File: config.mk
export PLATFORM = sky130hd
export DESIGN_NAME = bcd_divider_seq
export DESIGN_NICKNAME = d
export VERILOG_FILES = /design/src/rtl/bcd_divider_seq.sv
export SDC_FILE = /design/constraint.sdc
export NUM_CORES = 1
export LEC_CHECK = 0
export ABC_AREA = 1
export BUFFER_PORTS_ARGS = -buffer_cell sky130_fd_sc_hd__clkbuf_2
export CORE_MARGIN = 2
export CORE_UTILIZATION = 55
export CTS_CLUSTER_SIZE = 14
export DETAILED_ROUTE_END_ITERATION = 8
export MAX_ROUTING_LAYER = met4
export PLACE_DENSITY = 0.78
export SYNTH_ARGS = -nofsm -noshare
export SYNTH_HDL_FRONTEND = slang
export SYNTH_SLANG_ARGS = --single-unit
File: constraint.sdc
create_clock -name clk -period 9.6 [get_ports clk]
set_clock_uncertainty 0.1 [all_clocks]
set_input_delay 1.44 -clock clk [delete_from_list [all_inputs] [get_ports clk]]
set_output_delay 1.44 -clock clk [all_outputs]
set_load 0.005 [all_outputs]
File: src/rtl/bcd_divider_seq.sv
// Sequential BCD digit-recurrence divider: one quotient digit per SHIFT plus
// repeated SUB passes, with all partial-remainder arithmetic kept in BCD.
module bcd_divider_seq #(
  parameter int N_DIGITS = 8,
  parameter int D_DIGITS = 4
) (
  input  logic                  clk,
  input  logic                  rst_n,
  input  logic                  start,
  input  logic [4*N_DIGITS-1:0] dividend_bcd,
  input  logic [4*D_DIGITS-1:0] divisor_bcd,
  output logic                  busy,
  output logic                  done,
  output logic [4*N_DIGITS-1:0] quotient_bcd,
  output logic [4*D_DIGITS-1:0] remainder_bcd,
  output logic                  err_div0,
  output logic                  err_digit
);

  localparam int NW = 4 * N_DIGITS;
  localparam int DW = 4 * D_DIGITS;
  localparam int RW = 4 * (D_DIGITS + 1);
  localparam int IW = (N_DIGITS > 1) ? $clog2(N_DIGITS) : 1;

  typedef enum logic [2:0] {
    S_IDLE,
    S_CHECK,
    S_SHIFT,
    S_SUB,
    S_DONE
  } state_t;

  state_t        state_q, state_d;
  logic [NW-1:0] dvd_q, dvd_d;
  logic [DW-1:0] dvs_q, dvs_d;
  logic [RW-1:0] r_q, r_d;
  logic [NW-1:0] qsr_q, qsr_d;
  logic [3:0]    q_q, q_d;
  logic [IW-1:0] idx_q, idx_d;
  logic          fdiv0_q, fdiv0_d;
  logic          fdig_q, fdig_d;

  logic          busy_q, busy_d;
  logic          done_q, done_d;
  logic [NW-1:0] quot_q, quot_d;
  logic [DW-1:0] rem_q, rem_d;
  logic          ediv0_q, ediv0_d;
  logic          edig_q, edig_d;

  logic          bad_c;
  logic          zero_c;
  logic          ge_c;
  logic [RW-1:0] dvs_ext;
  logic [RW-1:0] r_shift;
  logic [RW-1:0] r_sub;

  assign dvs_ext = {4'h0, dvs_q};
  assign r_shift = {r_q[RW-5:0], dvd_q[NW-1 -: 4]};
  // Packed BCD with legal digits orders the same as plain unsigned binary.
  assign ge_c    = (r_q >= dvs_ext);
  assign zero_c  = (dvs_q == '0);

  always_comb begin
    bad_c = 1'b0;
    for (int unsigned i = 0; i < N_DIGITS; i++)
      if (dvd_q[4*i +: 4] > 4'd9) bad_c = 1'b1;
    for (int unsigned i = 0; i < D_DIGITS; i++)
      if (dvs_q[4*i +: 4] > 4'd9) bad_c = 1'b1;
  end

  // Ten's-complement subtract: R + (nines-complement of divisor) + 1, carry dropped.
  always_comb begin : bcd_sub
    logic [4:0] s;
    logic       c;
    r_sub = '0;
    c     = 1'b1;
    for (int unsigned i = 0; i < D_DIGITS + 1; i++) begin
      s = {1'b0, r_q[4*i +: 4]} + {1'b0, 4'd9 - dvs_ext[4*i +: 4]} + {4'd0, c};
      if (s > 5'd9) begin
        s = s - 5'd10;
        c = 1'b1;
      end else begin
        c = 1'b0;
      end
      r_sub[4*i +: 4] = s[3:0];
    end
  end

  always_comb begin
    state_d = state_q;
    dvd_d   = dvd_q;
    dvs_d   = dvs_q;
    r_d     = r_q;
    qsr_d   = qsr_q;
    q_d     = q_q;
    idx_d   = idx_q;
    fdiv0_d = fdiv0_q;
    fdig_d  = fdig_q;

    unique case (state_q)
      S_IDLE: begin
        if (start) begin
          state_d = S_CHECK;
          dvd_d   = dividend_bcd;
          dvs_d   = divisor_bcd;
          r_d     = '0;
          qsr_d   = '0;
          q_d     = '0;
          idx_d   = '0;
          fdiv0_d = 1'b0;
          fdig_d  = 1'b0;
        end
      end
      S_CHECK: begin
        // Error flags are registered first and acted on the following cycle.
        if (fdiv0_q || fdig_q) begin
          state_d = S_DONE;
        end else if (zero_c || bad_c) begin
          fdiv0_d = zero_c;
          fdig_d  = bad_c;
        end else begin
          state_d = S_SHIFT;
        end
      end
      S_SHIFT: begin
        r_d     = r_shift;
        dvd_d   = {dvd_q[NW-5:0], 4'h0};
        q_d     = '0;
        state_d = S_SUB;
      end
      S_SUB: begin
        if (ge_c) begin
          r_d = r_sub;
          q_d = q_q + 4'd1;
        end else begin
          qsr_d = {qsr_q[NW-5:0], q_q};
          if (idx_q == IW'(N_DIGITS - 1)) begin
            state_d = S_DONE;
          end else begin
            idx_d   = idx_q + 1'b1;
            state_d = S_SHIFT;
          end
        end
      end
      S_DONE:  state_d = S_IDLE;
      default: state_d = S_IDLE;
    endcase
  end

  // Result registers load on entry to DONE so they are valid alongside done.
  always_comb begin
    busy_d  = (state_d != S_IDLE);
    done_d  = (state_d == S_DONE);
    quot_d  = quot_q;
    rem_d   = rem_q;
    ediv0_d = ediv0_q;
    edig_d  = edig_q;
    if (state_d == S_DONE) begin
      quot_d  = qsr_d;
      rem_d   = r_d[DW-1:0];
      ediv0_d = fdiv0_d;
      edig_d  = fdig_d;
    end
  end

  always_ff @(posedge clk) begin
    if (!rst_n) begin
      state_q <= S_IDLE;
      dvd_q   <= '0;
      dvs_q   <= '0;
      r_q     <= '0;
      qsr_q   <= '0;
      q_q     <= '0;
      idx_q   <= '0;
      fdiv0_q <= 1'b0;
      fdig_q  <= 1'b0;
      busy_q  <= 1'b0;
      done_q  <= 1'b0;
      quot_q  <= '0;
      rem_q   <= '0;
      ediv0_q <= 1'b0;
      edig_q  <= 1'b0;
    end else begin
      state_q <= state_d;
      dvd_q   <= dvd_d;
      dvs_q   <= dvs_d;
      r_q     <= r_d;
      qsr_q   <= qsr_d;
      q_q     <= q_d;
      idx_q   <= idx_d;
      fdiv0_q <= fdiv0_d;
      fdig_q  <= fdig_d;
      busy_q  <= busy_d;
      done_q  <= done_d;
      quot_q  <= quot_d;
      rem_q   <= rem_d;
      ediv0_q <= ediv0_d;
      edig_q  <= edig_d;
    end
  end

  assign busy          = busy_q;
  assign done          = done_q;
  assign quotient_bcd  = quot_q;
  assign remainder_bcd = rem_q;
  assign err_div0      = ediv0_q;
  assign err_digit     = edig_q;

endmodule

# == Yosys cells after proc, flatten, opt, wreduce, memory -nomap -nowiden ==
# Cells that the tools add are included.
# word_totals
in_bits,51
reg_bits,164
output_inout_bits,52
wordCells,126
# op_classes
n_mux,50
order_cmp,18
eq_ne,9
reduce_logical,12
addsub,21
# ops
op,count
$pmux 32 s2,2
$mux 32,3
$pmux 20 s3,1
$gt 4x4->1 const B,12
$mux 20,2
$mux 4,7
$gt 5x4->1 const B,5
$mux 3,8
$mux 1,22
$add 4x4->5,4
$add 5x1->5,4
$ge 20x16->1,1
$sub 4x4->4 const B,5
$logic_not 16->1,1
$sub 4x4->4 const A,4
$pmux 3 s4,1
$pmux 4 s3,1
$ne 2x2->1 const B,4
$eq 3x2->1 const B,2
$eq 3x3->1 const B,2
$pmux 3 s2,1
$reduce_bool 3->1,2
$add 4x4->5 const B,1
$add 5x1->5 const B,1
other kinds (10),14

# == Depth between registers and ports, before layout ==
# Gate-level depths: netlist of the first run.
# logic_depth
depth_word,19
ltp_mapped,48
depth_no_buf,48

# == Worst setup path before layout of the first run ==
# Ideal clock, no wire load.
# synth_path
path_kind,reg-to-reg
start,register dvs_q[1]
end,register r_q[17]
path_slack_ps,1784
n_path_buf,0
setup_time_ps,128
stages_incl_launch_ff,44
arrival_time_ps,7588
path_cell_list,dfxtp_1 -> inv_1 -> ha_1 -> ha_1 -> xnor2_1 -> ha_1 -> inv_1 -> a21oi_1 -> a21oi_1 -> nand2_1 -> nand2_1 -> fa_1 -> fa_1 -> xnor2_1 -> nand2_1 -> nand3_1 -> nand2_1 -> fa_1 -> (+8 left out) -> fa_1 -> xnor2_1 -> nand2_1 -> nand3_1 -> nand2_1 -> inv_1 -> ha_1 -> inv_1 -> ha_1 -> xnor2_1 -> ha_1 -> nand2_1 -> nand3_1 -> nand2_1 -> xor2_1 -> o21ai_0 -> a21oi_1 -> nor2_1
# synth_via
elab_chain_cells,19
word_cells_on_any_way,23
# synth_lines
element,line_no,rtl
start: declaration,35,"logic [DW-1:0] dvs_q, dvs_d;"
start signal: assignment,186,dvs_q <= dvs_d;
$sub 4x4->4,78,"s = {1'b0, r_q[4*i +: 4]} + {1'b0, 4'd9 - dvs_ext[4*i +: 4]} + {4'd0, c};"
$add 4x4->5,78,
$add 5x1->5,78,
$gt 5x4->1,79,if (s > 5'd9) begin
$mux 1,79,
$add 5x1->5,78,
$gt 5x4->1,79,
$mux 1,79,
(+3 left out),n/a,
$add 5x1->5,78,
$gt 5x4->1,79,
$mux 1,79,
$add 5x1->5,78,
$sub 4x4->4 / $gt 5x4->1 (equally long branches),"80, 79",
$mux 4,79,
$mux 20,132,if (ge_c) begin
$pmux 20 s3,100,unique case (state_q)
end signal: assignment,187,r_q <= r_d;
end: declaration,36,"logic [RW-1:0] r_q, r_d;"
# Parallel ways exist; a longest one is shown, timed or not. The select of a mux whose other input is x is not followed.
# A chain may end at the register's enable or synchronous reset.

# == Worst setup path after layout of the first run ==
# Ends and elaborated chain as after synthesis.

==> results of run 1 <==
-- cell families (layout without fill, tap and decap cells) --
family / Yosys count / after routing / synth area share
xor gates and xnor gates: 12 / 12 / 0.0126
AOI/OAI and AO/OA: 213 / 213 / 0.134
DFF: 164 / 164 / 0.394
adders and majority gates: 52 / 52 / 0.0853
buffers and inverters: 212 / 300 / 0.102
and+or+nand+nor: 532 / 532 / 0.272
-- layer usage --
layer | up-vias | GRT usage | wire (um)
met3 | 25 | 0.0553 | 980
met2 | 199 | 0.419 | 9370
met1 | 3486 | 0.334 | 9320
li1 | 3962 | - | -
met5 | - | - | 0
met4 | 0 | 0.0892 | 371
-- where the power goes --
group	total, W	internal (W)	switching (W)
clock	0.000703	0.000424	0.000279
sequential	0.000837	0.000785	0.0000517
combinational	0.00123	0.000427	0.000803
total	0.00277	0.00164	0.00113
-- cells in the mapped netlist (3+ instances only) --
| master | count | area (um2) |
|---|---|---|
| nand2_1 | 295 | 1110 |
| dfxtp_1 | 164 | 3280 |
| inv_1 | 149 | 559 |
| o21ai_0 | 99 | 495 |
| nand3_1 | 97 | 485 |
| nor2_1 | 85 | 319 |
| a21oi_1 | 82 | 410 |
| ha_1 | 44 | 551 |
| clkbuf_1 | 31 | 116 |
| o22ai_1 | 24 | 150 |
| nand4_1 | 20 | 125 |
| or2_2 | 17 | 106 |
| inv_2 | 10 | 37.5 |
| buf_2 | 9 | 45.0 |
| fa_1 | 8 | 160 |
| xor2_1 | 8 | 70.1 |
| buf_4 | 6 | 45.0 |
| nor3_1 | 6 | 30.0 |
| nand3b_1 | 4 | 30.0 |
| xnor2_1 | 4 | 35.0 |
| a31oi_1 | 3 | 18.8 |
| buf_6 | 3 | 33.8 |
-- sequential cells by signal (all words and copies together), names as in the netlist, 3 cells and up --
| name | cells |
|---|---|
| dvd_q | 32 |
| qsr_q | 32 |
| quotient_bcd | 32 |
| r_q | 20 |
| dvs_q | 16 |
| remainder_bcd | 16 |
| q_q | 4 |
| idx_q | 3 |
| state_q | 3 |
-- final cells by class --
cell class              count  share of cell area
multi-input cells         809               0.444
flip-flops and latches    164               0.346
inverters                 160              0.0632
repair buffers            108              0.0585
clock buffers              21              0.0485
well taps                 184              0.0242
clock inverters            11              0.0158
-- worst max-delay path: cells and delay by family, from the launching register on --
family / cells / cell delay [ps]
adder cells (fa/ha/maj): 13 / 4280
AND/OR/NAND/NOR: 14 / 1500
XOR/XNOR: 5 / 1250
AO/OA/AOI/OAI: 6 / 570
flip-flops: 1 / 420
buffers and inverters: 5 / 400
-- how the worst min path moves through the flow --
| stage | endpoint | cells past startpoint | start |
|---|---|---|---|
| floorplan | qsr_q[28] | 2 | qsr_q[28] |
| global placement | qsr_q[28] | 2 | qsr_q[28] |
| detailed placement | qsr_q[30] | 2 | qsr_q[30] |
| CTS | qsr_q[30] | 2 | qsr_q[30] |
| global route | qsr_q[31] | 2 | qsr_q[31] |
| finish | qsr_q[30] | 2 | qsr_q[30] |
-- metrics by stage --
step | hold WS, ps | setup slack [ps]
CTS | 371 | 999
finish | 372 | 957
global placement | 357 | 1270
floorplan | 346 | 1780
detailed placement | 362 | 1070
global route | 401 | 224
==> results.sh, run 1 <==
export IMPL_fin_crit_ps=8640
export IMPL_outcome="finished clean"
export IMPL_critPathLaunch="dvs_q[1]"
export IMPL_fin_area_um2=9500
export IMPL_design_die_area_um2=16200
export IMPL_drc=0
export IMPL_fmax_mhz=116
export IMPL_cts_root_buf="clkbuf_16"
export IMPL_grt_pass1_wl_um=33200
export IMPL_utilization=0.649
export IMPL_synth_edff_count=0
export IMPL_num_rows=44
export IMPL_ctsHoldBuffers=0
export IMPL_cap_violations=0
export IMPL_synthesis_nets=1288
export IMPL_hold_class="flip-flop to flip-flop"
export IMPL_diodes=0
export IMPL_core_um2=14600
export IMPL_layout_nets=1363
export IMPL_die_h_um=127
export IMPL_seqCellArea_um2=3280
export IMPL_cts_sinks=164
export IMPL_hold_viol_final=0
export IMPL_synth_seq_cells=164
export IMPL_h_tree_depth=4
export IMPL_max_slew_worst_pin_slew_ps=1090
export IMPL_routed_via_count=7672
export IMPL_worstSetupEndpointType="flip-flop"
export IMPL_tritoncts="done"
export IMPL_peakVddDrop_mv=0.187
export IMPL_worstRegToRegCells=43
export IMPL_area_delta_synth_final_pct=13.9
export IMPL_slowest_stage="fa_1"
export IMPL_tns_ps=0
export IMPL_ff2ff_setup_slack_ps=960
export IMPL_endpoint="r_q[17]"
export IMPL_placed_cell_area_um2=8890
export IMPL_p_leak_nw=4.75
export IMPL_drive_gt1_frac=0.137
export IMPL_netlist_area_um2=8340
export IMPL_start_util=0.569
export IMPL_timing_rr_end="r_q[17]"
export IMPL_cp_max_fo=5
export IMPL_syn_inst=1185
export IMPL_synth_ff_type="dfxtp_1"
export IMPL_routed_wl_um=20000
export IMPL_power_density_nw_per_um2=292
export IMPL_path_common_cell="nand2_1"
export IMPL_grt_usage=0.263
export IMPL_cp_data_arrival_time_ps=8850
export IMPL_layout_common_cells="nand2_1, dfxtp_1, inv_1, clkbuf_2, o21ai_0"
export IMPL_cts_buffers=17
export IMPL_rsz0062_at_grt="false"
export IMPL_gp_congestion=0.946
export IMPL_min_period_over_period=0.900
export IMPL_ant_nets=0
export IMPL_finalNonFillerCells=1457
export IMPL_r2r_start="dvs_q[1]"
export IMPL_worstPathRequired_ps=9810
export IMPL_viasPerCell=5.27
export IMPL_synth_distinct_cells=34
export IMPL_grt_pass1_vias=7091
export IMPL_setup_worst_path_class="flip-flop to flip-flop"
export IMPL_crit_path_start_kind="flip-flop"
export IMPL_ios=103
export IMPL_multi_input_area_um2=4220
export IMPL_antenna_found_initial=0
export IMPL_power_w=0.00277
export IMPL_first_pass_iters=5
export IMPL_setup_viol=0
export IMPL_fp_dieW_um=127
export IMPL_clk_path_buf_depth=2
export IMPL_maxSlewHeadroom=0.275
export IMPL_cts_resized=0
export IMPL_cts_reportedPaths_clkPinSlew_ps=60
export IMPL_wl_per_cell_um=13.8
export IMPL_grt_overflow=0
export IMPL_slew_viol_final=0
export IMPL_grt_start_max_net_pins=97
export IMPL_worst_skew_pair_late_latency_ps=430
export IMPL_cts_setup_buffers=0
export IMPL_final_common_cell="nand2_1"
export IMPL_fill_cells=1324
export IMPL_max_stage_delay_ps=480
export IMPL_io_buffers=102
export IMPL_ys_warn_count=0
export IMPL_drt_iter0_drc=639
export IMPL_seq_area_frac_synth=0.394
export IMPL_syn_area_per_cell_um2=7.03
export IMPL_synthArstFlopShare=0
export IMPL_place_inst=1425
export IMPL_place_detailed_hpwl_um=13500
No activity file was read; power rests on OpenSTA's default activity.
==> run 2, diff against run 1 <==
--- a/config.mk
+++ b/config.mk
@@ -7,12 +7,14 @@
 export LEC_CHECK = 0
 export ABC_AREA = 1
 export BUFFER_PORTS_ARGS = -buffer_cell sky130_fd_sc_hd__clkbuf_2
+export CELL_PAD_IN_SITES_DETAIL_PLACEMENT = 1
+export CELL_PAD_IN_SITES_GLOBAL_PLACEMENT = 1
 export CORE_MARGIN = 2
-export CORE_UTILIZATION = 55
+export CORE_UTILIZATION = 30
 export CTS_CLUSTER_SIZE = 14
 export DETAILED_ROUTE_END_ITERATION = 8
 export MAX_ROUTING_LAYER = met4
-export PLACE_DENSITY = 0.78
+export PLACE_DENSITY = 0.62
 export SYNTH_ARGS = -nofsm -noshare
 export SYNTH_HDL_FRONTEND = slang
 export SYNTH_SLANG_ARGS = --single-unit
==> results.sh, run 2 (same netlist as run 1, synthesis figures left out) <==
export IMPL_slew_viol_final=0
export IMPL_worstPathRequired_ps=9820
export IMPL_cts_buffers=17
export IMPL_area_delta_synth_final_pct=16.6
export IMPL_place_detailed_hpwl_um=17100
export IMPL_tns_ps=0
export IMPL_cts_resized=0
export IMPL_h_tree_depth=4
export IMPL_hold_path_depth=2
export IMPL_cp_max_fo=5
export IMPL_cts_reportedPaths_clkPinSlew_ps=80
export IMPL_die_h_um=171
export IMPL_wl_per_cell_um=14.6
export IMPL_grt_pass1_wl_um=40000
export IMPL_cap_violations=0
export IMPL_p_leak_nw=4.74
export IMPL_worstSetupEndpointType="flip-flop"
export IMPL_ant_nets=0
export IMPL_first_pass_iters=4
export IMPL_fp_dieW_um=171
export IMPL_fmax_mhz=112
export IMPL_power_w=0.00280
export IMPL_endpoint="r_q[17]"
export IMPL_hold_class="flip-flop to flip-flop"
export IMPL_ff2ff_setup_slack_ps=690
export IMPL_place_inst=1620
export IMPL_setup_viol=0
export IMPL_tritoncts="done"
export IMPL_r2r_start="dvs_q[1]"
export IMPL_worst_skew_pair_late_latency_ps=440
export IMPL_antenna_found_initial=1
export IMPL_critPathLaunch="dvs_q[1]"
export IMPL_gp_congestion=0.794
export IMPL_crit_path_start_kind="flip-flop"
export IMPL_fin_crit_ps=8910
export IMPL_design_die_area_um2=29100
export IMPL_timing_rr_end="r_q[17]"
export IMPL_io_buffers=102
export IMPL_cp_data_arrival_time_ps=9120
export IMPL_maxSlewHeadroom=0.223
export IMPL_max_stage_delay_ps=490
export IMPL_slowest_stage="fa_1"
export IMPL_final_common_cell="nand2_1"
export IMPL_setup_worst_path_class="flip-flop to flip-flop"
export IMPL_grt_start_max_net_pins=97
export IMPL_cts_sinks=164
export IMPL_finalNonFillerCells=1653
export IMPL_worstRegToRegCells=43
export IMPL_layout_common_cells="nand2_1, dfxtp_1, inv_1, clkbuf_2, o21ai_0"
export IMPL_hold_viol_final=0
export IMPL_grt_usage=0.178
export IMPL_ios=103
export IMPL_num_rows=61
export IMPL_outcome="finished clean"
export IMPL_start_util=0.303
export IMPL_layout_nets=1364
export IMPL_clk_path_buf_depth=2
export IMPL_cts_setup_buffers=0
export IMPL_grt_pass1_vias=7873
export IMPL_ctsHoldBuffers=0
export IMPL_core_um2=27600
export IMPL_routed_wl_um=24200
export IMPL_drive_gt1_frac=0.138
export IMPL_drt_iter0_drc=370
export IMPL_min_period_over_period=0.928
export IMPL_cts_root_buf="clkbuf_16"
export IMPL_rsz0062_at_grt="false"
export IMPL_peakVddDrop_mv=0.121
export IMPL_path_common_cell="nand2_1"
export IMPL_grt_overflow=0
export IMPL_drc=0
export IMPL_routed_via_count=7697
export IMPL_max_slew_worst_pin_slew_ps=1160
export IMPL_power_density_nw_per_um2=288
export IMPL_viasPerCell=4.66
==> run 2: cell count changes in the layout (fill, tap and decap cells not counted), sizes merged <==
cell,delta
bufinv,-3
inv,+6
clkbuf,-4
buf,+2
diode,+1
==> run 2: how the worst min path moves through the flow <==
stage	from	to	slack [ps]
floorplan	qsr_q[28]	qsr_q[28]	350
detailed placement	idx_q[1]	idx_q[1]	360
global placement	idx_q[2]	idx_q[2]	360
global route	qsr_q[28]	qsr_q[28]	400
CTS	idx_q[1]	idx_q[1]	370
finish	idx_q[1]	idx_q[1]	370
==> run 2: cell type report <==
type,instances,area [um2]
fillers,3480,17800
multi-input cells,809,4210
flip-flops and latches,164,3280
inverters,160,601
repair buffers,109,563
well taps,378,473
clock buffers,18,439
clock inverters,14,141
diodes,1,2.50
==> run 2: worst max-delay path, delay by kind of cell (launching register included) <==
family                   cells  cell delay (ps)
buffers and inverters        5              410
XOR/XNOR                     5             1350
flip-flops                   1              410
AND/OR/NAND/NOR             14             1620
AO/OA/AOI/OAI                6              570
adder cells (fa/ha/maj)     13             4320
==> run 2: per-layer routing <==
metal / track usage / vias up / wire length [um]
li1: - / 3967 / -
met1: 0.228 / 3622 / 11900
met2: 0.290 / 93 / 11200
met3: 0.0347 / 15 / 848
met4: 0.0442 / 0 / 231
met5: - / - / 0
==> run 2: per-stage QoR <==
stage                     setup slack [ps]  area [um2]  hold slack (ps)   util
final                                  693        9720              372  0.353
after global routing                  2.35        9720              400  0.353
after CTS                              706        9710              373  0.353
after detailed placement               767        9130              362  0.332
after global placement                1170        9130              357  0.332
after floorplan                       1780        8340              346      -
==> run 2: where the power goes <==
part           total, W  internal [W]  leakage [nW]  switching, W
Combinational   0.00129      0.000433          3.13      0.000854
Sequential     0.000837      0.000784          1.33     0.0000524
Clock          0.000678      0.000352         0.281      0.000326
Total           0.00280       0.00157          4.74       0.00123
